<file path="src/rtl/mem_arbiter_pkg.sv">
// mem_arbiter_pkg: shared widths, FSM encoding, requester IDs and the RAM
// request payload used by the mem_arbiter block.
package mem_arbiter_pkg;

    localparam int unsigned BUS_WIDTH = 64;
    localparam int unsigned CNT_W     = 4;

    localparam logic [BUS_WIDTH-1:0] ZERO_WORD = '0;

    typedef enum logic [1:0] {
        ARB_IDLE    = 2'd0,
        ARB_RESP_IF = 2'd1,
        ARB_RESP_LS = 2'd2
    } arb_state_e;

    localparam logic ARB_ID_IF = 1'b0;
    localparam logic ARB_ID_LS = 1'b1;

    // One RAM access as presented on the shared data port.
    typedef struct packed {
        logic                 rd_en;
        logic                 wr_en;
        logic [BUS_WIDTH-1:0] addr;
        logic [BUS_WIDTH-1:0] wmask;
        logic [BUS_WIDTH-1:0] wdata;
    } ram_req_t;

endpackage

</file>
<file path="src/rtl/mem_arb_grant.sv">
// mem_arb_grant: combinational grant policy for mem_arbiter.
// Macro MEM_ARB_RR_EN selects round-robin (last_grant input); otherwise
// fixed LS priority with a starvation limit (starve_cnt input).
// Ports: if_valid, ls_valid, state in; last_grant or starve_cnt in;
//        grant_if, grant_ls out (at most one set, only in ARB_IDLE).
module mem_arb_grant
    import mem_arbiter_pkg::*;
#(
    parameter int unsigned STARVE_MAX = 4
) (
    input  logic             if_valid,
    input  logic             ls_valid,
    input  arb_state_e       state,
`ifdef MEM_ARB_RR_EN
    input  logic             last_grant,
`else
    input  logic [CNT_W-1:0] starve_cnt,
`endif
    output logic             grant_if,
    output logic             grant_ls
);

    // Uncontended requests win outright; contention goes to the policy.
    always_comb begin
        grant_if = 1'b0;
        grant_ls = 1'b0;
        if (state == ARB_IDLE) begin
            if (if_valid && ls_valid) begin
`ifdef MEM_ARB_RR_EN
                if (last_grant == ARB_ID_IF) grant_ls = 1'b1;
                else                         grant_if = 1'b1;
`else
                if (starve_cnt == CNT_W'(STARVE_MAX)) grant_if = 1'b1;
                else                                  grant_ls = 1'b1;
`endif
            end else begin
                grant_if = if_valid;
                grant_ls = ls_valid;
            end
        end
    end

endmodule

</file>
<file path="src/rtl/mem_arbiter.sv">
// mem_arbiter: shares one RAM data port between the instruction-fetch (IF)
// and load/store (LS) requesters. Each access is an issue cycle followed by
// a response cycle. Macro MEM_ARB_RR_EN switches the contention policy from
// LS-priority-with-starvation-limit to round-robin.
// Ports: clk, rst (async, active-high); IF req valid/ready/addr and rsp
//        valid/data; LS req valid/ready/we/addr/wmask/wdata and rsp
//        valid/data; RAM rd_en/wr_en/addr/wmask/wr_data out, rd_data in.
module mem_arbiter
    import mem_arbiter_pkg::*;
#(
    parameter int unsigned STARVE_MAX = 4
) (
    input  logic                 clk,
    input  logic                 rst,
    input  logic                 if_req_valid,
    output logic                 if_req_ready,
    input  logic [BUS_WIDTH-1:0] if_req_addr,
    output logic                 if_rsp_valid,
    output logic [BUS_WIDTH-1:0] if_rsp_data,
    input  logic                 ls_req_valid,
    output logic                 ls_req_ready,
    input  logic                 ls_req_we,
    input  logic [BUS_WIDTH-1:0] ls_req_addr,
    input  logic [BUS_WIDTH-1:0] ls_req_wmask,
    input  logic [BUS_WIDTH-1:0] ls_req_wdata,
    output logic                 ls_rsp_valid,
    output logic [BUS_WIDTH-1:0] ls_rsp_data,
    output logic                 ram_rd_en,
    output logic                 ram_wr_en,
    output logic [BUS_WIDTH-1:0] ram_addr,
    output logic [BUS_WIDTH-1:0] ram_wmask,
    output logic [BUS_WIDTH-1:0] ram_wr_data,
    input  logic [BUS_WIDTH-1:0] ram_rd_data
);

    arb_state_e state_q, state_d;
    logic       ls_we_q, ls_we_d;
    logic       grant_if, grant_ls;
    ram_req_t   ram_req;

`ifdef MEM_ARB_RR_EN
    logic last_grant;

    // Remember who won last so the other side wins the next contention.
    always_ff @(posedge clk or posedge rst) begin
        if (rst)           last_grant <= ARB_ID_IF;
        else if (grant_if) last_grant <= ARB_ID_IF;
        else if (grant_ls) last_grant <= ARB_ID_LS;
    end
`else
    logic [CNT_W-1:0] starve_cnt;

    // Count LS wins that made a waiting IF lose; saturates at the limit.
    always_ff @(posedge clk or posedge rst) begin
        if (rst)
            starve_cnt <= '0;
        else if (grant_if)
            starve_cnt <= '0;
        else if (grant_ls && if_req_valid && starve_cnt != CNT_W'(STARVE_MAX))
            starve_cnt <= starve_cnt + CNT_W'(1);
    end
`endif

    mem_arb_grant #(
        .STARVE_MAX (STARVE_MAX)
    ) u_grant (
        .if_valid   (if_req_valid),
        .ls_valid   (ls_req_valid),
        .state      (state_q),
`ifdef MEM_ARB_RR_EN
        .last_grant (last_grant),
`else
        .starve_cnt (starve_cnt),
`endif
        .grant_if   (grant_if),
        .grant_ls   (grant_ls)
    );

    // State register; ls_we_q tells RESP_LS whether to return read data.
    always_ff @(posedge clk or posedge rst) begin
        if (rst) begin
            state_q <= ARB_IDLE;
            ls_we_q <= 1'b0;
        end else begin
            state_q <= state_d;
            ls_we_q <= ls_we_d;
        end
    end

    // Next state, RAM issue and response steering.
    always_comb begin
        state_d      = state_q;
        ls_we_d      = ls_we_q;
        ram_req      = '0;
        if_rsp_valid = 1'b0;
        if_rsp_data  = ZERO_WORD;
        ls_rsp_valid = 1'b0;
        ls_rsp_data  = ZERO_WORD;
        case (state_q)
            ARB_IDLE: begin
                if (grant_if) begin
                    state_d       = ARB_RESP_IF;
                    ram_req.rd_en = 1'b1;
                    ram_req.addr  = if_req_addr;
                end else if (grant_ls) begin
                    state_d      = ARB_RESP_LS;
                    ls_we_d      = ls_req_we;
                    ram_req.addr = ls_req_addr;
                    if (ls_req_we) begin
                        ram_req.wr_en = 1'b1;
                        ram_req.wmask = ls_req_wmask;
                        ram_req.wdata = ls_req_wdata;
                    end else begin
                        ram_req.rd_en = 1'b1;
                    end
                end
            end
            ARB_RESP_IF: begin
                state_d      = ARB_IDLE;
                if_rsp_valid = 1'b1;
                if_rsp_data  = ram_rd_data;
            end
            ARB_RESP_LS: begin
                state_d      = ARB_IDLE;
                ls_rsp_valid = 1'b1;
                ls_rsp_data  = ls_we_q ? ZERO_WORD : ram_rd_data;
            end
            default: state_d = ARB_IDLE;
        endcase
    end

    assign if_req_ready = grant_if;
    assign ls_req_ready = grant_ls;

    assign ram_rd_en   = ram_req.rd_en;
    assign ram_wr_en   = ram_req.wr_en;
    assign ram_addr    = ram_req.addr;
    assign ram_wmask   = ram_req.wmask;
    assign ram_wr_data = ram_req.wdata;

endmodule
</file>
<file path="config.mk">
export PLATFORM = sky130hd
export DESIGN_NAME = mem_arbiter
export DESIGN_NICKNAME = d
export VERILOG_FILES = /design/src/rtl/mem_arbiter_pkg.sv /design/src/rtl/mem_arb_grant.sv /design/src/rtl/mem_arbiter.sv
export SDC_FILE = /design/constraint.sdc
export NUM_CORES = 1
export LEC_CHECK = 0
export CORE_AREA = 4 4 249 251
export DETAILED_ROUTE_END_ITERATION = 8
export DIE_AREA = 0 0 253 255
export GPL_ROUTABILITY_DRIVEN = 0
export HOLD_SLACK_MARGIN = 0.15
export PLACE_DENSITY = 0.4
export RECOVER_POWER = 50
export SLEW_MARGIN = 20
export SYNTH_ARGS = -nofsm -noshare
export SYNTH_HDL_FRONTEND = slang
export SYNTH_SLANG_ARGS = --single-unit
</file>
<file path="constraint.sdc">
create_clock -name clk -period 1.6 [get_ports clk]
set_input_delay 0.32 -clock clk [delete_from_list [all_inputs] [get_ports clk]]
set_output_delay 0.32 -clock clk [all_outputs]
set_load 0.01 [all_outputs]
</file>
* Yosys cells after proc, flatten, opt, wreduce, memory -nomap -nowiden
Cells that the tools add are included.
** Cells by class
- Add/sub/neg operators :: 1
- Equal/unequal tests :: 5
- Mux-type cells :: 25
- Bitwise operators :: 1
- Reduce and logical (&&, ||, !) cells :: 6
** Operators by type and width (number)
- 194-bit 2-to-1 mux :: 2
- 128-bit 2-to-1 mux :: 2
- 64-bit 2-to-1 mux :: 4
- 1-bit 2-to-1 mux :: 12
- 4-bit 2-to-1 mux :: 2
- 2-bit 2-to-1 mux :: 3
- 4-bit by 1-bit adder with 4-bit output (second input constant) :: 1
- 4-bit by 3-bit == test with 1-bit output (second input constant) :: 1
- 4-bit by 3-bit != test with 1-bit output (second input constant) :: 1
- 1-bit logical AND :: 3
- 3-bit != test (second input constant) :: 1
- 3-bit AND reduction :: 1
- 2-bit by 1-bit == test with 1-bit output (second input constant) :: 1
- 2-bit == test (second input constant) :: 1
- 2-bit logical NOT :: 1
- 2-bit nonzero test :: 1
- 1-bit inverter :: 1
** Word-level totals
- Register bits after elaboration :: 7
- Input bits :: 325
- Output and inout port bits :: 326

* Longest topological paths before layout
- Depth in word-level cells :: 8
- Mapped depth :: 7

* Cells and area by module
Synthesis repeated with hierarchy kept, for this count alone.
** Second synthesis, totals
- Cells, all modules :: 428
- Area total of the unflattened synthesis :: 2929.1 µm²
** Modules (own cells, without submodules)
- mem_arbiter :: times used 1, cells each 423, area an instance 2872.8 µm²
- mem_arb_grant :: times used 1, cells each 5, area an instance 56.3 µm²

* Least setup slack after synthesis
Ideal clock, no wire load.
- Path type :: register to output
- Start point :: register starve_cnt[0]
- End point :: output port ram_addr[27]
- Arrival time :: 1488 ps
- Data required time :: 1280 ps
- Path slack :: -208 ps
- Cell stages (with the launch flop) :: 8
- Cell sequence :: dfrtp_1 -> inv_1 -> ha_1 -> nand4b_1 -> a21boi_2 -> buf_6 -> buf_6 -> o22ai_1
** Between the ends
- Cells in the longest elaborated chain, start to end :: 7
- Elaborated cells on any way between the ends :: 10
- Those cells by class :: eq/ne (1); mux (9)
** Ends and longest elaborated chain
- start, declared :: line mem_arbiter.sv:51 : logic [CNT_W-1:0] starve_cnt;
- start signal, assigned :: line mem_arbiter.sv:60 : starve_cnt <= starve_cnt + CNT_W'(1);
- 4-bit by 3-bit == test with 1-bit output * :: line mem_arb_grant.sv:33 : if (starve_cnt == CNT_W'(STARVE_MAX)) grant_if = 1'b1;
- 1-bit 2-to-1 mux :: line mem_arb_grant.sv:33
- 1-bit 2-to-1 mux :: line mem_arb_grant.sv:28 : if (if_valid && ls_valid) begin
- 1-bit 2-to-1 mux :: line mem_arb_grant.sv:27 : if (state == ARB_IDLE) begin
- 194-bit 2-to-1 mux :: line mem_arbiter.sv:105 : end else if (grant_ls) begin
- 64-bit 2-to-1 mux * :: line mem_arbiter.sv:101 : if (grant_if) begin
- 194-bit 2-to-1 mux * :: line mem_arbiter.sv:99 : case (state_q)
- end, declared :: line mem_arbiter.sv:30 : output logic [BUS_WIDTH-1:0] ram_addr,
Mark *: on every way between the ends. The rest lies on a longest branch, timed or not.

* Worst setup path after layout
- Start point :: register starve_cnt[0]
- End point :: output port ram_wr_data[36]
** Between the ends
- Cells in the longest elaborated chain, start to end :: 7
- Elaborated cells on any way between the ends :: 10
- Those cells by class :: eq/ne (1); mux (9)
** Ends and longest elaborated chain
- 4-bit by 3-bit == test with 1-bit output * :: line mem_arb_grant.sv:33
- 1-bit 2-to-1 mux :: line mem_arb_grant.sv:33
- 1-bit 2-to-1 mux :: line mem_arb_grant.sv:28
- 1-bit 2-to-1 mux :: line mem_arb_grant.sv:27
- 194-bit 2-to-1 mux :: line mem_arbiter.sv:105
- 128-bit 2-to-1 mux * :: line mem_arbiter.sv:101
- 194-bit 2-to-1 mux * :: line mem_arbiter.sv:99
- end, declared :: line mem_arbiter.sv:32 : output logic [BUS_WIDTH-1:0] ram_wr_data,
Marks and branches as above.

==> run_results.csv <==
group,metric,value,unit
clock_tree,insertion_delay,230,ps
route,drt_iter0_drc,185,
synth,ys_seq_area_share,5.372,%
critical_path,end_kind,"output pin",
pwr,fin_total_pwr,10130,uW
floorplanning,die_height,255,um
synth,avgSynthCellArea,5.896,sq um
timing,period_minus_slack,2382,ps
route,met1_length,18420,um
pwr,p_comb_share,93.1,%
timing,finalSetupViolCount,328,
timing,period_share,148.9,%
route,dr.pass1.iters,4,
route,drc,0,
final_layout,final_util,23.50,%
global_route,antenna_found_initial,17,
clock_tree,cts_buffers,3,
global_route,grt_pass1_vias,7142,
critical_path,critical_path_buf_inv_count,6,
placed_design,dpl.cell_count,1984,
critical_path,slowest_delay,380,ps
timing,hold_viol,0,
pwr,total_leakage_power,0.006286,uW
timing,worst_pin_slew,308.6,ps
critical_path,crit_chain,"inv_2 > ha_4 > nand4b_1 > and4_4 > buf_12 > buf_12 > buf_12 > buf_16 > and2_4 > buf_12",
timing,rsz0062_at_grt,"true",
clock_tree,clkTransAtPathRegs,40,ps
pwr,power_density,719.5,mW/mm^2
floorplanning,initial_core_util,5.443,%
synth,synth_nets,880,
final_layout,fin_cells,2110,
critical_path,rrSetupSlack,-10,ps
placed_design,pre_cts_slack,-1092,ps
route,met3RoutedLength,5710,um
route,post_drt_wl_per_cell,24.35,um
route,via_per_inst,3.363,
clock_tree,cts_num_sinks,7,
route,drtAntennaViolNets,0,
timing,fmax,419.9,MHz
pwr,sw_frac_of_total,40.93,%
clock_tree,clockRootBuffer,"clkbuf_16",
timing,slew_violations,0,
route,via_count,7095,
pwr,ir_drop,0.3020,mV
timing,skew,2.305,ps
synth,synthesis.area,0.003261,sq mm
critical_path,required,1280,ps
synth,synthDistinctLibCells,26,
clock_tree,cts_tree,"yes",
run_status,violations,"setup timing",
final_layout,final_cell_area,0.01408,sq mm
critical_path,critical_path.max_fanout,5,
critical_path,worstPathArrival,2060,ps
final_layout,drive_gt1_share,59.59,%
floorplanning,dieArea,0.06452,sq mm
critical_path,crit_type,"reg2out",
critical_path,crit_family,"buffers and inverters",
synth,syn_inst,553,
global_route,grt_max_degree,46,
pwr,clock_power_share,4.2,%
route,routed_wl,51380,um
clock_tree,hold_buffers,0,
pwr,pwr-share-seq,2.7,%
critical_path,crit_path_frequent_cell,"buf_12",
synth,yosysWarnings,0,
final_layout,area_growth,331.8,%
critical_path,r2r-end,"starve_cnt[3]",
job,max_cap_viol_count,0,
pwr,p_switching,4147,uW
critical_path,crit_slowest_cell,"dfrtp_1",
route,wl_met2,25530,um
floorplanning,num_rows,90,
placed_design,dpl.hpwl,42140,um
route,top_layer,"met5",
clock_tree,ctsHtreeMaxLevel,1,
global_route,grt_remaining_overflow,0,
floorplanning,die_x,253,um
critical_path,worstReg2RegStart,"state_q[0]",
floorplanning,core,0.05991,sq mm
hold_path,min_path_type,"in2async",
final_layout,fin_nets,1647,
global_route,track_usage,13.84,%
synth,ys_ff_latch,7,
critical_path,worstRegToRegCells,6,
clock_tree,clockBufferDepth,2,
timing,relSlewSlack,79.40,%
final_layout,nFillCells,6557,
floorplanning,io_pins,651,
critical_path,critPathLaunchType,"register",
placed_design,placed_cell_area,0.01201,sq mm
timing,finalWorstSetupSlack,-781.7,ps
global_route,grt_pass1_wl,61720,um
placed_design,portBuffers,650,
run_status,outcome,"finished with violations",
pwr,p_int,5984,uW
[state kept, by name, summed over array words and instances (netlist names)]
signal / flops
ls_we_q: 1
state_q: 2
starve_cnt: 4
[area by class of cell]
type                    instances  area [sq um]  area share [%]
well taps                     782         978.4           6.949
inverters                       7         26.28          0.1866
clock buffers                   4         78.83          0.5598
multi-input cells             482          3855           27.38
flip-flops and latches          7         175.2           1.244
diodes                          9         22.52          0.1600
repair buffers                819          8944           63.52
[synthesized netlist by cell type (all sizes together)]
| cell type | count | area, sq um |
|---|---|---|
| a21boi | 1 | 11.26 |
| a21o | 1 | 7.510 |
| a21oi | 2 | 10.01 |
| and2 | 256 | 1602 |
| and4 | 1 | 11.26 |
| buf | 33 | 259.0 |
| clkbuf | 24 | 98.84 |
| dfrtp | 7 | 175.2 |
| ha | 2 | 25.02 |
| inv | 7 | 26.28 |
| nand2 | 134 | 503.0 |
| nand2b | 2 | 12.51 |
| nand3 | 3 | 15.01 |
| nand4 | 1 | 6.260 |
| nand4b | 2 | 17.52 |
| nor2 | 3 | 13.77 |
| nor2b | 3 | 18.77 |
| nor3b | 1 | 7.510 |
| o211ai | 1 | 7.510 |
| o21ai | 1 | 5.000 |
| o22ai | 66 | 412.9 |
| or2 | 1 | 6.260 |
| or3b | 1 | 8.760 |
[cell usage in the layout (no fill, tap or decap), types with 17 or more instances in the layout]
cell,synthesis,final
and2_1,256,38
and2_4,0,218
buf_12,0,66
buf_2,18,54
buf_4,0,92
buf_6,15,213
clkbuf_2,7,23
clkdlybuf4s50_1,0,322
nand2_1,134,133
o22ai_2,0,47
o22ai_4,0,17
[timing repair]
action	CTS	global route
gates cloned	12	12
setup buffers	25	70
resized for setup	518	874
endpoints found under the setup margin	330	330
pin swaps	6	76
[routing by layer]
metal  vias to the layer above  global-route usage [%]
met5                         -                       0
met4                        10                   3.656
met3                        44                   7.052
met2                       384                   25.13
met1                      3332                   14.11
li1                       3325                       -
[power by group through the flow]
stage          Sequential (uW)  Combinational [uW]  Clock [uW]
3_5_place_dp               268                7400           0
4_1_cts                    269                7780         439
2_1_floorplan              277                3110           0
6_report                   269                9430         428
3_3_place_gp               268                7410           0
5_1_grt                    276                9990         455
[metrics by stage]
stage	TNS, ps	hold WS, ps
after floorplan	-20340	123.4
after global placement	-248430	486.3
after detailed placement	-256670	489.7
after CTS	-237130	365.4
after global routing	-207680	526.0
final	-183220	485.8
[how the worst max path moves through the flow]
| stage | to | cells after the start | startpoint |
|---|---|---|---|
| after floorplan | ram_addr[37] | 7 | starve_cnt[0] |
| after global placement | ram_addr[23] | 7 | if_req_valid |
| after detailed placement | ram_addr[53] | 7 | if_req_valid |
| after CTS | ram_wr_data[36] | 10 | starve_cnt[0] |
| after global routing | ram_wr_data[36] | 10 | starve_cnt[1] |
| final | ram_wr_data[36] | 10 | starve_cnt[0] |
[kinds of logic after synthesis]
logic type	synth area share [%]
flops	5.372
compound gates	13.93
fa+ha+maj	0.7673
buf+inv	11.78
simple gates	68.15
Power figures use the tool's default switching activity.
